### src/rtl/serial_pkg.sv
// Shared definitions for the bit-serial add/subtract unit.
package serial_pkg;

   // Controller state encoding.
   typedef enum logic [1:0] {
      ST_IDLE = 2'd0,
      ST_RUN  = 2'd1,
      ST_DONE = 2'd2
   } state_t;

endpackage

### src/rtl/and_dly.sv
// Two-input AND gate primitive. DELAY describes the gate delay the
// surrounding clock must cover; the synthesizable form is zero-delay.
module and_dly #(
   parameter int DELAY = 1
) (
   input  logic a,
   input  logic b,
   output logic y
);

   if (DELAY < 0) begin : g_bad_delay
      $error("and_dly: DELAY must be non-negative");
   end

   assign y = a & b;

endmodule

### src/rtl/full_adder_dly.sv
// Gate-level full adder built from delayed gate primitives.
// Critical path is two gate delays: xor->xor for s, and->or3 for co.
module full_adder_dly #(
   parameter int DELAY = 1
) (
   input  logic x,
   input  logic y,
   input  logic ci,
   output logic s,
   output logic co
);

   logic xy_x;
   logic xy_a;
   logic xc_a;
   logic yc_a;

   xor_dly #(.DELAY(DELAY)) u_xor0 (.a(x),    .b(y),  .y(xy_x));
   xor_dly #(.DELAY(DELAY)) u_xor1 (.a(xy_x), .b(ci), .y(s));

   and_dly #(.DELAY(DELAY)) u_and0 (.a(x), .b(y),  .y(xy_a));
   and_dly #(.DELAY(DELAY)) u_and1 (.a(x), .b(ci), .y(xc_a));
   and_dly #(.DELAY(DELAY)) u_and2 (.a(y), .b(ci), .y(yc_a));

   or3_dly #(.DELAY(DELAY)) u_or (.a(xy_a), .b(xc_a), .c(yc_a), .y(co));

endmodule

### src/rtl/or3_dly.sv
// Three-input OR gate primitive. DELAY describes the gate delay the
// surrounding clock must cover; the synthesizable form is zero-delay.
module or3_dly #(
   parameter int DELAY = 1
) (
   input  logic a,
   input  logic b,
   input  logic c,
   output logic y
);

   if (DELAY < 0) begin : g_bad_delay
      $error("or3_dly: DELAY must be non-negative");
   end

   assign y = a | b | c;

endmodule

### src/rtl/xor_dly.sv
// Two-input XOR gate primitive. DELAY describes the gate delay the
// surrounding clock must cover; the synthesizable form is zero-delay.
module xor_dly #(
   parameter int DELAY = 1
) (
   input  logic a,
   input  logic b,
   output logic y
);

   if (DELAY < 0) begin : g_bad_delay
      $error("xor_dly: DELAY must be non-negative");
   end

   assign y = a ^ b;

endmodule

### src/rtl/serial_add_seq.sv
// Bit-serial add/subtract: one full adder stepped over WIDTH bits,
// LSB first, under an IDLE/RUN/DONE controller with start/done handshake.
module serial_add_seq
   import serial_pkg::*;
#(
   parameter int WIDTH = 8,
   parameter int DELAY = 1
) (
   input  logic             clk,
   input  logic             rst,
   input  logic             start,
   input  logic             sub,
   input  logic [WIDTH-1:0] a,
   input  logic [WIDTH-1:0] b,
   output logic             busy,
   output logic             done,
   output logic [WIDTH-1:0] sum,
   output logic             cout,
   output logic             ovf
);

   localparam int CNT_W = $clog2(WIDTH);
   localparam logic [CNT_W-1:0] CNT_LAST = CNT_W'(WIDTH - 1);

   if (WIDTH < 2) begin : g_bad_width
      $error("serial_add_seq: WIDTH must be at least 2");
   end

   state_t           state_q;
   state_t           state_d;
   logic [WIDTH-1:0] ra_q;
   logic [WIDTH-1:0] rb_q;
   logic [WIDTH-1:0] sum_q;
   logic [CNT_W-1:0] cnt_q;
   logic             c_q;
   logic             cout_q;
   logic             ovf_q;
   logic             fa_s;
   logic             fa_co;
   logic             last_bit;

   full_adder_dly #(.DELAY(DELAY)) u_fa (
      .x  (ra_q[0]),
      .y  (rb_q[0]),
      .ci (c_q),
      .s  (fa_s),
      .co (fa_co)
   );

   assign last_bit = (cnt_q == CNT_LAST);

   // State register with synchronous reset.
   always_ff @(posedge clk) begin
      // NOTE: sequential state uses non-blocking assignment so every flop
      // samples pre-edge values regardless of statement order.
      if (rst) state_q <= ST_IDLE;
      else     state_q <= state_d;
   end

   // Next-state logic: accept in IDLE, step WIDTH bits, one DONE cycle.
   always_comb begin
      // NOTE: default assigned first so no path leaves state_d unassigned,
      // which would otherwise infer a latch.
      state_d = state_q;
      unique case (state_q)
         ST_IDLE: if (start)    state_d = ST_RUN;
         ST_RUN:  if (last_bit) state_d = ST_DONE;
         ST_DONE:               state_d = ST_IDLE;
         default:               state_d = ST_IDLE;
      endcase
   end

   // Datapath: operand load on accept, one full-adder step per RUN edge.
   always_ff @(posedge clk) begin
      if (rst) begin
         ra_q   <= '0;
         rb_q   <= '0;
         sum_q  <= '0;
         cnt_q  <= '0;
         c_q    <= 1'b0;
         cout_q <= 1'b0;
         ovf_q  <= 1'b0;
      end else if (state_q == ST_IDLE) begin
         if (start) begin
            // Subtract as a + ~b + 1: the +1 enters as the initial carry.
            ra_q  <= a;
            rb_q  <= sub ? ~b : b;
            c_q   <= sub;
            cnt_q <= '0;
         end
      end else if (state_q == ST_RUN) begin
         ra_q  <= ra_q >> 1;
         rb_q  <= rb_q >> 1;
         sum_q <= {fa_s, sum_q[WIDTH-1:1]};
         c_q   <= fa_co;
         cnt_q <= cnt_q + 1'b1;
         if (last_bit) begin
            cout_q <= fa_co;
            // Carry into the MSB differs from carry out: signed overflow.
            ovf_q  <= c_q ^ fa_co;
         end
      end
   end

   assign busy = (state_q != ST_IDLE);
   assign done = (state_q == ST_DONE);
   assign sum  = sum_q;
   assign cout = cout_q;
   assign ovf  = ovf_q;

endmodule
### config.mk
export PLATFORM = sky130hd
export DESIGN_NAME = serial_add_seq
export DESIGN_NICKNAME = d
export VERILOG_FILES = /design/src/rtl/serial_pkg.sv /design/src/rtl/and_dly.sv /design/src/rtl/full_adder_dly.sv /design/src/rtl/or3_dly.sv /design/src/rtl/xor_dly.sv /design/src/rtl/serial_add_seq.sv
export SDC_FILE = /design/constraint.sdc
export NUM_CORES = 1
export LEC_CHECK = 0
export ABC_AREA = 1
export CAP_MARGIN = 20
export CORE_ASPECT_RATIO = 2
export CORE_MARGIN = 3
export CORE_UTILIZATION = 55
export DETAILED_ROUTE_END_ITERATION = 8
export PLACE_DENSITY = 0.9
export SYNTH_ARGS = -nofsm -noshare
export SYNTH_HDL_FRONTEND = slang
export SYNTH_SLANG_ARGS = --single-unit
### constraint.sdc
create_clock -name clk -period 2.8 [get_ports clk]
set_input_delay 0.56 -clock clk [delete_from_list [all_inputs] [get_ports clk]]
set_output_delay 0.56 -clock clk [all_outputs]
set_load 0.005 [all_outputs]
======== After elaboration in Yosys (flattened, before gate mapping) ========
Cells that the tools add are included.
storage, ports and cells
  register bits ........................... 32
  bits of input ports ..................... 20
cells by class
  $add $sub $neg .......................... 1
  eq/ne operators ......................... 5
  multiplexer cells ....................... 16
  bitwise operators ....................... 10
  reductions and logical operators ........ 7
operators with widths
  cell                                                  count
  2-to-1 mux 8 bit                                      7
  2-to-1 mux 3 bit                                      3
  NOT 8 bit                                             1
  AND reduction 2 bit                                   3
  2-to-1 mux 2 bit                                      2
  != test 2 bit (second input constant)                 2
  one-hot mux 2 bit (2 select lines)                    1
  nonzero test 2 bit                                    2
  adder 3 x 1 -> 3 bit (second input constant)          1
  bitwise AND 1 bit                                     3
  equality test 3 bit (second input constant)           1
  2-to-1 mux 1 bit                                      3
  AND reduction 3 bit                                   1
  bitwise XOR 1 bit                                     3
  equality test 2 x 1 -> 1 bit (second input constant)  1
  equality test 2 bit (second input constant)           1
  logical NOT 2 bit                                     1
  OR 1 bit                                              2
  NOT 1 bit                                             1

======== Logic depth before layout (Yosys ltp) ========
  depth after elaboration ................. 5
  mapped depth ............................ 8
  gate-level depth less buffers ........... 7

======== Hierarchy ========
From an unflattened synthesis, not the netlist that was laid out.
unflattened totals
  cell total of the unflattened synthesis .. 251
  area total of the unflattened synthesis .. 1674.1 µm²
by module, submodules not included
  module          instances  cells each  area each (µm²)  seq. area each (µm²)
  serial_add_seq  1          232         1602.8           640.6
  xor_dly         2          5           18.8             0.0
  and_dly         3          2           7.5              0.0
  or3_dly         1          3           11.3             0.0

======== Worst setup path before layout ========
Ideal clock, no wire load.
  path kind ............................... flip-flop to output port
  from .................................... register state_q[0]
  to ...................................... output port busy
  data arrival time ....................... 721 ps
  required time ........................... 2240 ps
  setup slack ............................. 1519 ps
  cell stages (with the launch flop) ...... 5
  cell sequence ........................... dfxtp_1 > buf_6 > inv_2 > nand2_4 > buf_6
between the ends
  word-level cells in the longest chain between the ends .. 1
ends and longest elaborated chain
  what                    RTL line               source
  from (decl)             serial_add_seq.sv:29   state_t state_q;
  from (signal assigned)  serial_add_seq.sv:57   else state_q <= state_d;
  nonzero test 2 bit      serial_add_seq.sv:105  assign busy = (state_q != ST_IDLE);
  to (decl)               serial_add_seq.sv:15   output logic busy,
No other way between the ends.

======== Worst setup path after layout ========
Ends and elaborated chain as after synthesis.

==> summary.txt <==
STA
  – Peak clock frequency supported by timing: 445 MHz
  – Endpoints failing hold: 0
  – Unrepaired setup endpoints after global routing: no
  – Rel. slew slack: 51.5%
  – Final worst path period share: 80.2%
  – Number of pins with negative max-slew slack in the final report: 0
  – Post-route worst hold slack: 0.462 ns
  – Transition time at the pin with the least slew margin: 0.724 ns
  – # setup viols final: 0
  – Setup TNS: 0 ns
  – Minimum period implied by the final worst setup slack: 2.25 ns
  – Final worst clock skew: 0.00765 ns

Synth
  – Most frequent cell after synthesis: sky130_fd_sc_hd__nor2_1
  – Area contributors post-synth: sky130_fd_sc_hd__dfxtp_1, sky130_fd_sc_hd__nor2_1, sky130_fd_sc_hd__nand2_1
  – Net count after synthesis: 260
  – Area leader, netlist: sky130_fd_sc_hd__dfxtp_1
  – Number of enable flip-flop cells after synthesis: 0
  – Share of the synthesized area in the top cell type: 38.3%
  – Cell area after technology mapping: 1670 sq um
  – Most numerous cell types in the synthesized netlist: sky130_fd_sc_hd__nor2_1, sky130_fd_sc_hd__nand2_1, sky130_fd_sc_hd__dfxtp_1
  – Distinct cell type count of the synthesized netlist: 27
  – Sequential fraction of the synthesis area: 38.3%
  – Ys async rst share: 0%
  – Commonest register cell after synthesis: sky130_fd_sc_hd__dfxtp_1
  – Total of flip-flops plus latches after synthesis: 32
  – Yosys Warn Count: 0
  – Post-synthesis average cell area: 7.05 sq um
  – Cells after Synth: 237

Floorplan
  – Vertical extent of the die: 84.0 microns
  – Floorplan die area: 3780 sq um
  – Effective utilization at floorplan: 58.9%
  – Die W: 45.0 microns
  – Row cnt: 27
  – Top Ports: 32
  – Core box area: 2840 sq um

Worst setup path
  – Start point of the critical path: state_q[0]
  – Endpoint kind of the worst setup timing path: output port
  – Bufs and invs on worst path: 2
  – Worst Reg2Reg Path Length in Cells: 4
  – Arrival time at the worst endpoint: 1.69 ns
  – Crit path required time: 2.24 ns
  – End point of the critical path: busy
  – Number of gates on the worst path with buffers counted: 3
  – Setup CP Type: reg -> out
  – Family of cells with the greatest summed delay on the critical path: buffers and inverters
  – Critical path fanouts, max: 16
  – Register-to-register path setup slack: 1.18 ns
  – Standard cell with the maximum stage delay on the critical path: sky130_fd_sc_hd__dfxtp_1
  – Crit path largest cell delay: 0.57 ns
  – Cells traversed along the worst timing path: inv_2 -> nand2_4 -> clkdlybuf4s50_1
  – Type of origin of the critical path: register
  – Reg2reg end: cnt_q[2]
  – R2R Path Start: state_q[0]

Clock tree
  – Post-cts hold buffer count: 0
  – Postcts setup bufs: 0
  – Clk_lat worst skew: 0.29 ns
  – Register clock-pin slew on the reported worst setup and hold paths: 0.06 ns
  – Clock tree sinks: 32
  – CTS Buf Count: 5
  – Resized cells post-CTS: 0
  – Number of buffers between clock root and the deepest sink: 2
  – CTS tree: yes
  – Clock root buffer: sky130_fd_sc_hd__clkbuf_8
  – Number of H-tree levels: 2

Placement
  – Global placer's final weighted congestion: 0.802
  – Placed cell count: 288
  – Detail Placement HPWL: 2500 microns
  – Quantity of I/O buffers inserted on ports: 31

Detailed routing
  – Remaining design rule violation count: 0
  – Remaining antenna violation count: 0
  – DRT Pass-1 Iters: 4
  – Overall routed net length: 3500 microns
  – Total via count in the routed design: 1513
  – Number of DRC markers in iteration 0: 29
  – Routed vias/inst: 5.11
  – Average wire length per cell after detail routing: 11.8 microns

Global routing
  – Antenna violations before repair: 0
  – Via count of the first global-routing pass: 1493
  – Global-route wire length before repair: 6120 microns
  – Overflow after GRT: 0
  – Overall Global Routing Usage: 21.4%
  – Largest net degree at the start of global routing: 23

Run
  – # Max-Cap Violations: 0

Finish
  – Antenna diode instance count: 0
  – Area delta synth->final: 22.4%
  – Final standard cell count with taps included and fillers excluded: 296
  – Fill cells: 227
  – Layout cell share with drive strength beyond 1: 9.74%
  – Post-layout net count: 289

Hold path
  – Class of the most critical hold timing path: reg -> reg

Run status
  – Status: completed

Power and ir drop
  – Worst ir drop on vdd: 0.000401 V
  – Leak pwr: 0.957 nW
  – Pwr dens: 556 nW/um^2
-- power by group --
| group | switching [W] | internal [W] |
|---|---|---|
| Clock | 0.000169 | 0.000264 |
| Combinational | 0.0000983 | 0.0000939 |
| Sequential | 0.0000220 | 0.000490 |
-- worst min-delay path by stage --
stage	end	cells after the start	start	slack [ns]
after floorplan	cnt_q[0]	1	cnt_q[0]	0.43
after global placement	cnt_q[0]	1	cnt_q[0]	0.45
after detailed placement	ra_q[7]	2	ra_q[7]	0.46
after CTS	ra_q[7]	2	ra_q[7]	0.47
after global routing	ra_q[7]	2	ra_q[7]	0.49
final	ra_q[7]	2	ra_q[7]	0.46
-- cell type report --
| type | count | area, sq um | share of cell area, % |
|---|---|---|---|
| Multi-Input combinational cell | 171 | 838 | 41.0 |
| Sequential cell | 32 | 641 | 31.3 |
| Clock buffer | 6 | 72.6 | 3.55 |
| Inverter | 22 | 90.1 | 4.40 |
| Tap cell | 29 | 36.3 | 1.77 |
| Timing Repair Buffer | 34 | 333 | 16.3 |
| Clock inverter | 2 | 35.0 | 1.71 |
-- cells in the final DEF (no fill, tap or decap), drive strengths merged --
cell type,instances
a211oi,1
a21oi,10
buf,3
bufinv,1
clkbuf,6
clkdlybuf4s50,31
clkinv,1
dfxtp,32
fa,1
ha,2
inv,22
nand2,59
nand3,4
nor2,56
o21ai,21
o21bai,9
or2,7
xor2,1
-- stage by stage --
step | util (%) | worst slack, ns | cell area [sq um] | total power, W
2_1_floorplan | - | 1.52 | 1670 | 0.000651
3_3_place_gp | 68.3 | 0.932 | 1940 | 0.000707
3_5_place_dp | 68.3 | 0.891 | 1940 | 0.000714
4_1_cts | 72.1 | 0.584 | 2050 | 0.00115
5_1_grt | 72.1 | 0.489 | 2050 | 0.00120
6_report | 72.1 | 0.554 | 2050 | 0.00114
-- worst min-delay path, stage by stage, from the launching register on --
cell and delay [ns]:
sky130_fd_sc_hd__dfxtp_1 0.31, sky130_fd_sc_hd__nand2_2 0.06, sky130_fd_sc_hd__a21oi_2 0.04
-- flip-flops by register name (all words and copies together) (netlist names) --
| name | cells |
|---|---|
| ovf | 1 |
| sum | 8 |
| ra_q | 8 |
| rb_q | 8 |
| cnt_q | 3 |
| cout | 1 |
| c_q | 1 |
| state_q | 2 |
-- kinds of logic (layout without fill, tap and decap cells) --
logic type / count (synthesis) / count (layout) / share of synthesized area, %
buf+inv: 34 / 64 / 11.5
simple gates: 126 / 126 / 32.3
flops: 32 / 32 / 38.3
xor+xnor: 1 / 1 / 0.524
compound gates: 41 / 41 / 14.7
fa+ha+maj: 3 / 3 / 2.69
-- routing by layer --
metal / track usage (%) / up-vias / wire length, microns
met5: 0 / - / 0
met4: 13.3 / 0 / 151
met3: 5.18 / 14 / 146
met2: 35.9 / 37 / 1860
met1: 22.1 / 673 / 1340
li1: - / 789 / -
No activity file was read; power rests on OpenSTA's default activity.
